**src/rtl/fetch_unit.sv**
```systemverilog
// Instruction fetch stage: in-order imem requests, ring buffer of {pc, data}, flush by drop count.
// Optional misaligned-PC trap enabled by defining MISALIGN_TRAP_EN.
module fetch_unit #(
    parameter int unsigned ADDR_WIDTH  = 32,
    parameter int unsigned INSTR_WIDTH = 32,
    parameter int unsigned DEPTH       = 2
) (
    input  logic                   clk,
    input  logic                   rst_n,
    input  logic [ADDR_WIDTH-1:0]  pc_addr,
    output logic                   pc_advance,
    input  logic                   flush,
    output logic                   imem_req_valid,
    output logic [ADDR_WIDTH-1:0]  imem_req_addr,
    input  logic                   imem_req_ready,
    input  logic                   imem_rsp_valid,
    input  logic [INSTR_WIDTH-1:0] imem_rsp_data,
    output logic                   instr_valid,
    output logic [INSTR_WIDTH-1:0] instr_data,
    output logic [ADDR_WIDTH-1:0]  instr_pc,
    input  logic                   instr_ready,
    output logic                   fetch_fault
);
    localparam int unsigned PtrW = $clog2(DEPTH);
    localparam int unsigned CntW = $clog2(DEPTH + 1);
    localparam logic [CntW:0] DepthW = DEPTH[CntW:0];

    logic [ADDR_WIDTH-1:0]  pc_q   [DEPTH];
    logic [ADDR_WIDTH-1:0]  pc_d   [DEPTH];
    logic [INSTR_WIDTH-1:0] data_q [DEPTH];
    logic [INSTR_WIDTH-1:0] data_d [DEPTH];
    logic [DEPTH-1:0]       filled_q, filled_d;
    logic [PtrW-1:0]        alloc_ptr_q, alloc_ptr_d;
    logic [PtrW-1:0]        fill_ptr_q, fill_ptr_d;
    logic [PtrW-1:0]        rd_ptr_q, rd_ptr_d;
    logic [CntW-1:0]        occ_q, occ_d;
    logic [CntW-1:0]        pend_q, pend_d;      // allocated but not yet filled
    logic [CntW-1:0]        drop_cnt_q, drop_cnt_d;
    logic [CntW:0]          outstanding;
    logic                   base_ok, issue_ok, trap, rsp_live, pop;

    assign outstanding = {1'b0, pend_q} + {1'b0, drop_cnt_q};
    assign base_ok     = rst_n && !flush && ({1'b0, occ_q} < DepthW) && (outstanding < DepthW);
    // A response with nothing outstanding is a system error and is ignored.
    assign rsp_live    = imem_rsp_valid && (outstanding != '0);

`ifdef MISALIGN_TRAP_EN
    logic fault_q, fault_d;

    assign issue_ok    = base_ok && !fault_q;
    assign trap        = issue_ok && (pc_addr[1:0] != 2'b00);
    assign fetch_fault = fault_q;

    always_comb begin
        fault_d = fault_q;
        if (flush) begin
            fault_d = 1'b0;
        end else if (trap) begin
            fault_d = 1'b1;
        end
    end

    always_ff @(posedge clk or negedge rst_n) begin
        if (!rst_n) begin
            fault_q <= 1'b0;
        end else begin
            fault_q <= fault_d;
        end
    end
`else
    assign issue_ok    = base_ok;
    assign trap        = 1'b0;
    assign fetch_fault = 1'b0;
`endif

    assign imem_req_valid = issue_ok && !trap;
    assign imem_req_addr  = pc_addr;
    assign pc_advance     = imem_req_valid && imem_req_ready;

    assign instr_valid = (occ_q != '0) && filled_q[rd_ptr_q];
    assign instr_data  = data_q[rd_ptr_q];
    assign instr_pc    = pc_q[rd_ptr_q];
    assign pop         = instr_valid && instr_ready;

    always_comb begin
        pc_d        = pc_q;
        data_d      = data_q;
        filled_d    = filled_q;
        alloc_ptr_d = alloc_ptr_q;
        fill_ptr_d  = fill_ptr_q;
        rd_ptr_d    = rd_ptr_q;
        occ_d       = occ_q;
        pend_d      = pend_q;
        drop_cnt_d  = drop_cnt_q;

        if (flush) begin
            // Everything still owed by memory must be discarded when it returns.
            drop_cnt_d  = drop_cnt_q + pend_q - CntW'(rsp_live);
            filled_d    = '0;
            alloc_ptr_d = '0;
            fill_ptr_d  = '0;
            rd_ptr_d    = '0;
            occ_d       = '0;
            pend_d      = '0;
        end else begin
            if (rsp_live) begin
                if (drop_cnt_q != '0) begin
                    drop_cnt_d = drop_cnt_q - CntW'(1);
                end else begin
                    data_d[fill_ptr_q]   = imem_rsp_data;
                    filled_d[fill_ptr_q] = 1'b1;
                    fill_ptr_d           = fill_ptr_q + PtrW'(1);
                    pend_d               = pend_d - CntW'(1);
                end
            end
            if (pop) begin
                filled_d[rd_ptr_q] = 1'b0;
                rd_ptr_d           = rd_ptr_q + PtrW'(1);
                occ_d              = occ_d - CntW'(1);
            end
            if (pc_advance) begin
                pc_d[alloc_ptr_q]     = pc_addr;
                filled_d[alloc_ptr_q] = 1'b0;
                alloc_ptr_d           = alloc_ptr_q + PtrW'(1);
                occ_d                 = occ_d + CntW'(1);
                pend_d                = pend_d + CntW'(1);
            end
        end
    end

    always_ff @(posedge clk or negedge rst_n) begin
        if (!rst_n) begin
            filled_q    <= '0;
            alloc_ptr_q <= '0;
            fill_ptr_q  <= '0;
            rd_ptr_q    <= '0;
            occ_q       <= '0;
            pend_q      <= '0;
            drop_cnt_q  <= '0;
        end else begin
            filled_q    <= filled_d;
            alloc_ptr_q <= alloc_ptr_d;
            fill_ptr_q  <= fill_ptr_d;
            rd_ptr_q    <= rd_ptr_d;
            occ_q       <= occ_d;
            pend_q      <= pend_d;
            drop_cnt_q  <= drop_cnt_d;
        end
    end

    // Payload is only meaningful where filled is set, so it needs no reset.
    always_ff @(posedge clk) begin
        pc_q   <= pc_d;
        data_q <= data_d;
    end

endmodule

```
**config.mk**
```make
export PLATFORM = sky130hd
export DESIGN_NAME = fetch_unit
export DESIGN_NICKNAME = d
export VERILOG_FILES = /design/src/rtl/fetch_unit.sv
export SDC_FILE = /design/constraint.sdc
export NUM_CORES = 1
export LEC_CHECK = 0
export CELL_PAD_IN_SITES_DETAIL_PLACEMENT = 1
export CELL_PAD_IN_SITES_GLOBAL_PLACEMENT = 2
export CORE_MARGIN = 2
export CORE_UTILIZATION = 30
export CTS_BUF_LIST = sky130_fd_sc_hd__clkbuf_8
export CTS_CLUSTER_SIZE = 24
export DETAILED_ROUTE_END_ITERATION = 10
export PLACE_DENSITY = 0.79
export SLEW_MARGIN = 20
export SYNTH_ARGS = -nofsm -noshare
export SYNTH_HDL_FRONTEND = slang
export SYNTH_SLANG_ARGS = --single-unit
export TNS_END_PERCENT = 30
```
**constraint.sdc**
```tcl
create_clock -name clk -period 12.4 [get_ports clk]
set_clock_uncertainty 0.05 [all_clocks]
set_input_delay 2.48 -clock clk [delete_from_list [all_inputs] [get_ports clk]]
set_output_delay 2.48 -clock clk [all_outputs]
set_load 0.01 [all_outputs]
```
==> results of run 1 <==
through the flow:
step / setup slack, ns / cell area, µm² / std cells / hold slack, ns / power, mW
2_1_floorplan: 5.82 / 5680 / 319 / 0.443 / 0.754
3_3_place_gp: 5.38 / 7380 / 679 / 0.532 / 0.868
3_5_place_dp: 5.30 / 7380 / 679 / 0.540 / 0.879
4_1_cts: 5.30 / 7750 / 711 / 0.557 / 1.24
6_report: 5.34 / 7750 / 711 / 0.561 / 1.21
5_1_grt: 5.17 / 7750 / 711 / 0.584 / 1.28
state kept, by name, summed over array words and instances, names as in the netlist:
| register | count |
|---|---|
| fill_ptr_q | 1 |
| filled_q | 2 |
| data_q | 64 |
| pc_q | 64 |
| drop_cnt_q | 2 |
| rd_ptr_q | 1 |
| pend_q | 2 |
| occ_q | 2 |
| alloc_ptr_q | 1 |
routing by layer:
layer / track usage / share of wire
met4: 0.0537 / 0.014
met2: 0.212 / 0.50
met5: 0 / 0
met1: 0.143 / 0.42
met3: 0.0476 / 0.071
Yosys cell counts (2+ instances only):
| master | n | area, µm² |
|---|---|---|
| xor2_1 | 2 | 17.5 |
| nor2b_1 | 3 | 18.8 |
| buf_6 | 2 | 22.5 |
| inv_1 | 10 | 37.5 |
| nor2_1 | 9 | 33.8 |
| edfxtp_1 | 128 | 3840 |
| o21ai_0 | 2 | 10.0 |
| nor4b_1 | 2 | 17.5 |
| mux2_2 | 66 | 743 |
| buf_2 | 8 | 40.0 |
| xnor2_1 | 5 | 43.8 |
| dfrtp_1 | 11 | 275 |
| buf_4 | 33 | 248 |
| a21oi_1 | 2 | 10.0 |
| nor3_1 | 4 | 20.0 |
| nand2_1 | 3 | 11.3 |
| a211oi_1 | 2 | 15.0 |
| ha_1 | 6 | 75.1 |
area by class of cell:
type                    count  share of cell area
flip-flops and latches    139               0.532
inverters                  11             0.00549
clock inverters            15              0.0181
clock buffers              17              0.0302
repair buffers            170               0.219
well taps                 234              0.0378
multi-input cells         125               0.158
cell families (layout without fill, tap and decap cells):
family,count (synthesis),after routing,synth area share
flops,139,139,0.726
mux,68,68,0.135
buf+inv,55,213,0.0628
simple gates,31,31,0.0346
compound gates,11,11,0.0139
fa+ha+maj,7,7,0.0168
xor+xnor,7,7,0.0108
other cells,1,1,0.000661
power by group through the flow:
stage / combinational, mW / clock [mW] / sequential (mW)
global placement: 0.274 / 0 / 0.594
CTS: 0.284 / 0.366 / 0.587
global route: 0.305 / 0.380 / 0.592
finish: 0.277 / 0.349 / 0.586
detailed placement: 0.281 / 0 / 0.598
floorplan: 0.165 / 0 / 0.589
worst max path at each step:
stage / start / to / cells after the start
floorplan: imem_rsp_valid / data_q[0]$_DFFE_PP_ / 2
global placement: rst_n / pc_advance / 5
detailed placement: rst_n / pc_advance / 5
CTS: rst_n / pc_advance / 5
global route: flush / pc_advance / 5
finish: rst_n / pc_advance / 5
worst min-delay path, delay by kind of cell (launching register included):
| kind | cells | cell delay (ns) |
|---|---|---|
| compound gates | 1 | 0.12 |
| flops | 1 | 0.38 |
| simple gates | 1 | 0.06 |
==> run metrics, run 1 <==
status finished clean; final core utilization 0.416; GP Congestion 0.720; combinational share of power 0.229; critical path arrival 4.53 ns; buffers plus inverters on the worst setup path 3; total track usage 0.125; clk slew on worst S/H paths 0.08 ns; I/O Buffers 168; clk sinks 139; Hold Path Stages 2; critical path fanouts, max 13; Crit-path slowest cell clkdlybuf4s50_1; CTS root buffer clkbuf_8; Hold Crit Class reg2reg; internal cell power 0.870 mW; Data required, critical path 9.87 ns; Post-DRT Antenna Nets 0; grt ovf 0; most common cell type on the critical path clkdlybuf4s50_1; vias in the first global route 3522; IO Count 170; sequential share of the synthesized area 0.726; Post-synth EDFFs 128; CTS Buf Count 17; Via density 4.41; asr flop ratio synth 0.0791; FF-to-FF setup slack 9.41 ns; share of post-route cells with drive strength above 1 0.233; Worst R2R Path Depth 7; global-route wire length before repair 18.7 mm; detailed placement HPWL 8.27 mm; Synth Register Bits 139; Fin Setup TNS 0 ns; # setup viols final 0; Die H 142 µm; worst r2r src pend_q[0]$_DFF_PN0_; Register Area 4120 µm²; FP Rows 50; syn_area_per_cell 17.8 µm²; clk buf depth 2; Final period util 0.570; largest net degree at the start of global routing 69; Synth warnings 0; post-layout min period 7.06 ns; fmax 142 MHz; Flop pwr share 0.483; Worst path max stage delay 0.87 ns; Pre-Repair DR Iteration Count 4; CP delay by family, top buffers and inverters; die area 20000 µm²; Ant. Diodes 0; Clk pwr share 0.288; post-synthesis net count 396; CP endpoint kind primary output; fin nets 541; most frequent cells in the layout clkdlybuf4s50_1 (168), edfxtp_1 (128), mux2_2 (66), clkbuf_8 (17); Worst-Skew Late Latency 0.45 ns; Max-Slew Margin vs Limit 0.328; RSZ-0062 raised after global routing false; kind of critical path in2out; Worst Tran Pin Value 1.01 ns; Syn Inst Count 319; Post-CTS Resized 0; switching power total 0.342 mW; commonest non-fill, non-tap cell in the layout clkdlybuf4s50_1; Residual DRC 0; Die Span X 142 µm; Slew Viols, Final 0; final WL 12.2 mm; prevailing post-synth register cell edfxtp_1; Sw Share 0.282; Critical Path Source Type input port; Post-CTS Setup Bufs 0; WHS Endpoint drop_cnt_q[1]$_DFFE_PN0P_; synth-to-layout area growth 36.6%; area of the multi-input gates 1220 µm²; TritonCTS clock tree built; Distinct cells, synth 39; Core Area 18600 µm²; reg-to-reg endpoint pc_q[27]$_DFFE_PP_; Iter 0 DRT Violations 83; initial antenna violation count 0; wire per inst 17.2 µm; Starting Density 0.304; worst-path cell chain clkdlybuf4s50_1 -> nand4bb_4 -> or2_1 -> clkinv_2 -> clkdlybuf4s50_1; final hold vios 0; fill count 1867; H-tree level count 4; Post-CTS Hold Fix Bufs 0; Power Dens Cells 156 nW/µm²; DR vias 3139; Post-Syn Area 5680 µm²; hold_sp drop_cnt_q[1]$_DFFE_PN0P_; max-cap violations 0; Peak VDD IR 62.0 µV; leakage 2.59 nW
(Power assumes the default switching activity.)
==> inputs of run 2 (changes only) <==
- PLACE_DENSITY: 0.79 -> 0.82
- clock period: 12.4 -> 5.9 ns (I/O delays scaled with it)
==> run 2 against run 1 <==
Against the previous run:
- setup slack got worse by 4.0 ns
- largest power group unchanged
- design area up 0.52%
- cell count unchanged
- non-clock buffer count increased by 2
- sequential power increased by 110%
- die area is the same
- register-to-register slack worse by 6.4 ns
- power up 110%
==> run metrics, run 2 (same netlist as run 1, synthesis figures left out) <==
Slew Viols, Final 0 (unchanged); share of post-route cells with drive strength above 1 0.231 (-0.00210); I/O Buffers 168 (unchanged); Critical Path Source Type input port; Die H 142 µm (unchanged); H-tree level count 4 (unchanged); Worst-Skew Late Latency 0.43 ns (-0.02 ns); Starting Density 0.304 (unchanged); fill count 1811 (-3.0%); Via density 4.40 (-0.41%); Max-Slew Margin vs Limit 0.367 (+0.0395); wire per inst 17.0 µm (-0.82%); CTS root buffer clkbuf_8; largest net degree at the start of global routing 69 (unchanged); total track usage 0.125 (-0.000737); Power Dens Cells 330 nW/µm² (+110%); commonest non-fill, non-tap cell in the layout clkdlybuf4s50_1; die area 20000 µm² (unchanged); area of the multi-input gates 1220 µm² (unchanged); Hold Path Stages 2 (unchanged); Final period util 0.770; CTS Buf Count 17 (unchanged); reg-to-reg endpoint pc_q[26]$_DFFE_PP_; final WL 12.1 mm (-0.82%); worst r2r src pend_q[0]$_DFF_PN0_; Core Area 18600 µm² (unchanged); Die Span X 142 µm (unchanged); Fin Setup TNS 0 ns (unchanged); clk buf depth 2 (unchanged); Data required, critical path 4.67 ns (-5.20 ns); Hold Crit Class reg2reg; IO Count 170 (unchanged); GP Congestion 0.740 (+2.8%); Post-DRT Antenna Nets 0 (unchanged); critical path fanouts, max 13 (unchanged); FF-to-FF setup slack 2.99 ns (-6.42 ns); vias in the first global route 3441 (-2.3%); Ant. Diodes 0 (unchanged); total power 2.57 mW (+110%); Iter 0 DRT Violations 87 (+4.8%); Residual DRC 0 (unchanged); global-route wire length before repair 18.7 mm (-0.19%); Register Area 4120 µm² (unchanged); grt ovf 0 (unchanged); Peak VDD IR 138 µV (+120%); leakage 2.62 nW (+1.0%); TritonCTS clock tree built; Post-CTS Setup Bufs 0 (unchanged); critical path arrival 3.31 ns (-1.22 ns); final hold vios 0 (unchanged); Largest regs data_q x64, pc_q x64; FP Rows 50 (unchanged); DR vias 3126 (-0.41%); status finished clean; CP startpoint rst_n; max-cap violations 0 (unchanged); most frequent cells in the layout clkdlybuf4s50_1 (168), edfxtp_1 (128), mux2_2 (66), clkbuf_8 (17); Post-CTS Resized 0 (unchanged); clk slew on worst S/H paths 0.08 ns (about the same); Pre-Repair DR Iteration Count 4 (unchanged); synth-to-layout area growth 37.3%; Worst R2R Path Depth 7 (unchanged); detailed placement HPWL 8.05 mm (-2.6%); kind of critical path in2out; # setup viols final 0 (unchanged); fmax 220 MHz; hold_sp drop_cnt_q[1]$_DFFE_PN0P_; Post-CTS Hold Fix Bufs 0 (unchanged); CP endpoint kind primary output; initial antenna violation count 0 (unchanged); post-layout min period 4.54 ns; fin nets 543 (+0.37%); RSZ-0062 raised after global routing false; clk sinks 139 (unchanged); Worst Tran Pin Value 0.949 ns (-0.0569 ns); WHS Endpoint drop_cnt_q[1]$_DFFE_PN0P_
[run 2: changes by cell type in the layout (fill, tap and decap cells not counted), moves of 2 or more]
cell,change
bufinv_16,+2
inv_6,-4
clkinv_2,+2
clkinvlp_4,-2
[run 2: final cells by class]
| cell class | count | share of cell area |
|---|---|---|
| inverter | 11 | 0.00546 |
| clock buffer | 17 | 0.0300 |
| multi-input combinational | 125 | 0.157 |
| sequential | 139 | 0.529 |
| timing repair buffer | 172 | 0.221 |
| clock inverter | 13 | 0.0196 |
| tap | 234 | 0.0376 |
[run 2: how the worst max path moves through the flow]
stage / endpoint / depth (start not counted)
global route: pc_advance / 5
finish: pc_advance / 5
global placement: pc_advance / 5
floorplan: data_q[0]$_DFFE_PP_ / 6
detailed placement: pc_advance / 5
CTS: pc_advance / 5
[run 2: through the flow]
stage | hold WS (ns) | utilization | std cells | setup WS (ns) | cell area (µm²)
6_report | 0.571 | 0.418 | 711 | 1.36 | 7790
5_1_grt | 0.590 | 0.418 | 711 | 1.17 | 7790
4_1_cts | 0.571 | 0.417 | 710 | 1.31 | 7770
3_5_place_dp | 0.554 | 0.396 | 680 | 1.33 | 7380
3_3_place_gp | 0.505 | 0.396 | 680 | 1.41 | 7380
2_1_floorplan | 0.443 | - | 319 | 0.494 | 5680
[run 2: routing by layer]
| layer | up-vias | GRT usage | share of wire |
|---|---|---|---|
| met4 | 0 | 0.0379 | 0.0099 |
| li1 | 1446 | - | - |
| met5 | - | 0 | 0 |
| met2 | 110 | 0.223 | 0.52 |
| met3 | 13 | 0.0469 | 0.067 |
| met1 | 1557 | 0.138 | 0.40 |
[run 2: worst max-delay path, stage by stage]
cell and delay [ns]:
clkdlybuf4s50_1 0.91, nand4bb_4 0.17, or2_1 0.35, clkinv_2 0.13, clkdlybuf4s50_1 0.57
[run 2: power breakdown]
part | internal, mW | switching, mW
clock | 0.409 | 0.351
combinational | 0.308 | 0.270
sequential | 1.18 | 0.0486
total | 1.90 | 0.670
==> inputs of run 3 (changes only) <==
- PLACE_DENSITY: 0.82 -> 0.79
- clock period: 5.9 -> 4.67 ns (I/O delays scaled with it)
==> run 3 against run 2 <==
Against the previous run:
- clock power is 24% higher
- setup slack got worse by 0.42 ns
- utilization rose by 0.15 points
- non-clock buffer count rose by 3
- power up 26%
- critical path type unchanged
- highest routed layer unchanged
==> run metrics, run 3 (same netlist as run 1, synthesis figures left out) <==
area of the multi-input gates 1230 µm² (+0.72%); FP Rows 50 (unchanged); WHS Endpoint alloc_ptr_q$_DFFE_PN0P_; Starting Density 0.304 (unchanged); CTS Buf Count 17 (unchanged); IO Count 170 (unchanged); Ant. Diodes 0 (unchanged); clk buf depth 2 (unchanged); I/O Buffers 168 (unchanged); H-tree level count 4 (unchanged); CTS root buffer clkbuf_8; DR vias 3174 (+1.5%); clk sinks 139 (unchanged); worst r2r src pend_q[0]$_DFF_PN0_; critical path fanouts, max 13 (unchanged); most common cell type on the critical path clkdlybuf4s50_1; Worst path max stage delay 0.54 ns (-0.37 ns); reg-to-reg endpoint filled_q[1]$_DFF_PN0_; Pre-Repair DR Iteration Count 4 (unchanged); Crit-path slowest cell clkdlybuf4s50_1; global-route wire length before repair 19.1 mm (+2.3%); GP Congestion 0.734 (-0.77%); Iter 0 DRT Violations 91 (+4.6%); Data required, critical path 3.69 ns (-0.98 ns); fill count 1852 (+2.3%); grt ovf 0 (unchanged); TritonCTS clock tree built; Sw Share 0.273 (+0.0129); kind of critical path in2out; Hold Crit Class reg2reg; Post-CTS Resized 0 (unchanged); max-cap violations 0 (unchanged); leakage 2.63 nW (+0.56%); clk slew on worst S/H paths 0.08 ns (about the same); post-layout min period 3.74 ns; Core Area 18600 µm² (unchanged); Flop pwr share 0.477 (-0.002); Power Dens Cells 415 nW/µm² (+26%); Largest regs data_q x64, pc_q x64; critical path arrival 2.75 ns (-0.56 ns); Post-CTS Hold Fix Bufs 0 (unchanged); Hold WS 0.568 ns (-0.00278 ns); wire per inst 17.2 µm (+1.2%); Worst-Skew Late Latency 0.44 ns (about the same); RSZ-0062 raised after global routing false; synth-to-layout area growth 37.8%; fmax 268 MHz; Post-DRT Antenna Nets 0 (unchanged); Die H 142 µm (unchanged); largest net degree at the start of global routing 36 (-48%); initial antenna violation count 0 (unchanged); Register Area 4120 µm² (about the same); fin nets 546 (+0.55%); share of post-route cells with drive strength above 1 0.237 (+0.00591); internal cell power 2.36 mW (+24%); Residual DRC 0 (unchanged); detailed placement HPWL 8.58 mm (+6.6%); post-route cell area 7820 µm² (+0.37%); final hold vios 0 (unchanged); # setup viols final 0 (unchanged); hold_sp alloc_ptr_q$_DFFE_PN0P_; commonest non-fill, non-tap cell in the layout clkdlybuf4s50_1; FF-to-FF setup slack 1.58 ns (-1.41 ns); Post-CTS Setup Bufs 0 (unchanged); combinational share of power 0.232 (+0.007); worst-path cell chain clkdlybuf4s50_1 -> buf_4 -> nand4bb_4 -> or2_1 -> clkinv_2 -> clkdlybuf4s50_1; Peak VDD IR 178 µV (+29%); CP endpoint kind primary output; Worst Tran Pin Value 0.923 ns (-0.0261 ns); Via density 4.43 (+0.83%); Die Span X 142 µm (unchanged); Slew Viols, Final 0 (unchanged); final WL 12.3 mm (+1.9%); Area after DPL 7430 µm² (+0.66%); total track usage 0.128 (+0.00283); Final period util 0.800; Critical Path Source Type input port; most frequent cells in the layout clkdlybuf4s50_1 (168), edfxtp_1 (128), mux2_2 (66), clkbuf_8 (17), inv_1 (12); status finished clean; Clk pwr share 0.290 (-0.006); Hold Path Stages 1 (-1); vias in the first global route 3444 (+0.087%); Worst R2R Path Depth 8 (+1); switching power total 0.888 mW (+33%); Max-Slew Margin vs Limit 0.385 (+0.0174); die area 20000 µm² (unchanged)
run 3: how the worst max path moves through the flow:
| stage | startpoint | end | slack, ns | depth (start not counted) |
|---|---|---|---|---|
| finish | rst_n | pc_advance | 0.93 | 6 |
| global route | pend_q[0]$_DFF_PN0_ | pc_advance | 0.81 | 7 |
| global placement | rst_n | pc_advance | 0.95 | 6 |
| CTS | rst_n | pc_advance | 0.90 | 6 |
| floorplan | pend_q[0]$_DFF_PN0_ | data_q[32]$_DFFE_PP_ | -0.33 | 6 |
| detailed placement | rst_n | pc_advance | 0.91 | 6 |
run 3: critical path, delay by kind of cell:
family,cells,cell delay [ns]
AND/OR/NAND/NOR,2,0.46
buffers and inverters,4,1.35
run 3: metrics by stage:
step,util,power (mW),setup WS [ns],TNS [ns],std cells
2_1_floorplan,-,2.00,-0.333,-10.65,319
3_3_place_gp,0.399,2.32,0.947,0,684
3_5_place_dp,0.399,2.35,0.910,0,684
4_1_cts,0.419,3.31,0.903,0,716
5_1_grt,0.419,3.41,0.807,0,716
6_report,0.419,3.25,0.932,0,716
run 3: layout make-up:
| class | instances | share of cell area |
|---|---|---|
| clock buffers | 17 | 0.0299 |
| clock inverters | 15 | 0.0195 |
| inverters | 11 | 0.00544 |
| multi-input cells | 125 | 0.157 |
| flip-flops and latches | 139 | 0.527 |
| well taps | 234 | 0.0374 |
| repair buffers | 175 | 0.223 |
run 3: power by group through the flow:
stage | combinational (mW) | clock, mW | sequential [mW]
2_1_floorplan | 0.442 | 0 | 1.56
3_3_place_gp | 0.747 | 0 | 1.57
3_5_place_dp | 0.768 | 0 | 1.58
4_1_cts | 0.773 | 0.979 | 1.55
5_1_grt | 0.824 | 1.03 | 1.56
6_report | 0.754 | 0.943 | 1.55
run 3: routing by layer:
| layer | routed length, µm | track usage | vias up |
|---|---|---|---|
| met1 | 5100 | 0.150 | 1585 |
| met3 | 720 | 0.0405 | 17 |
| met5 | 0 | 0 | - |
| met4 | 227 | 0.0558 | 0 |
| met2 | 6290 | 0.216 | 110 |
| li1 | - | - | 1462 |
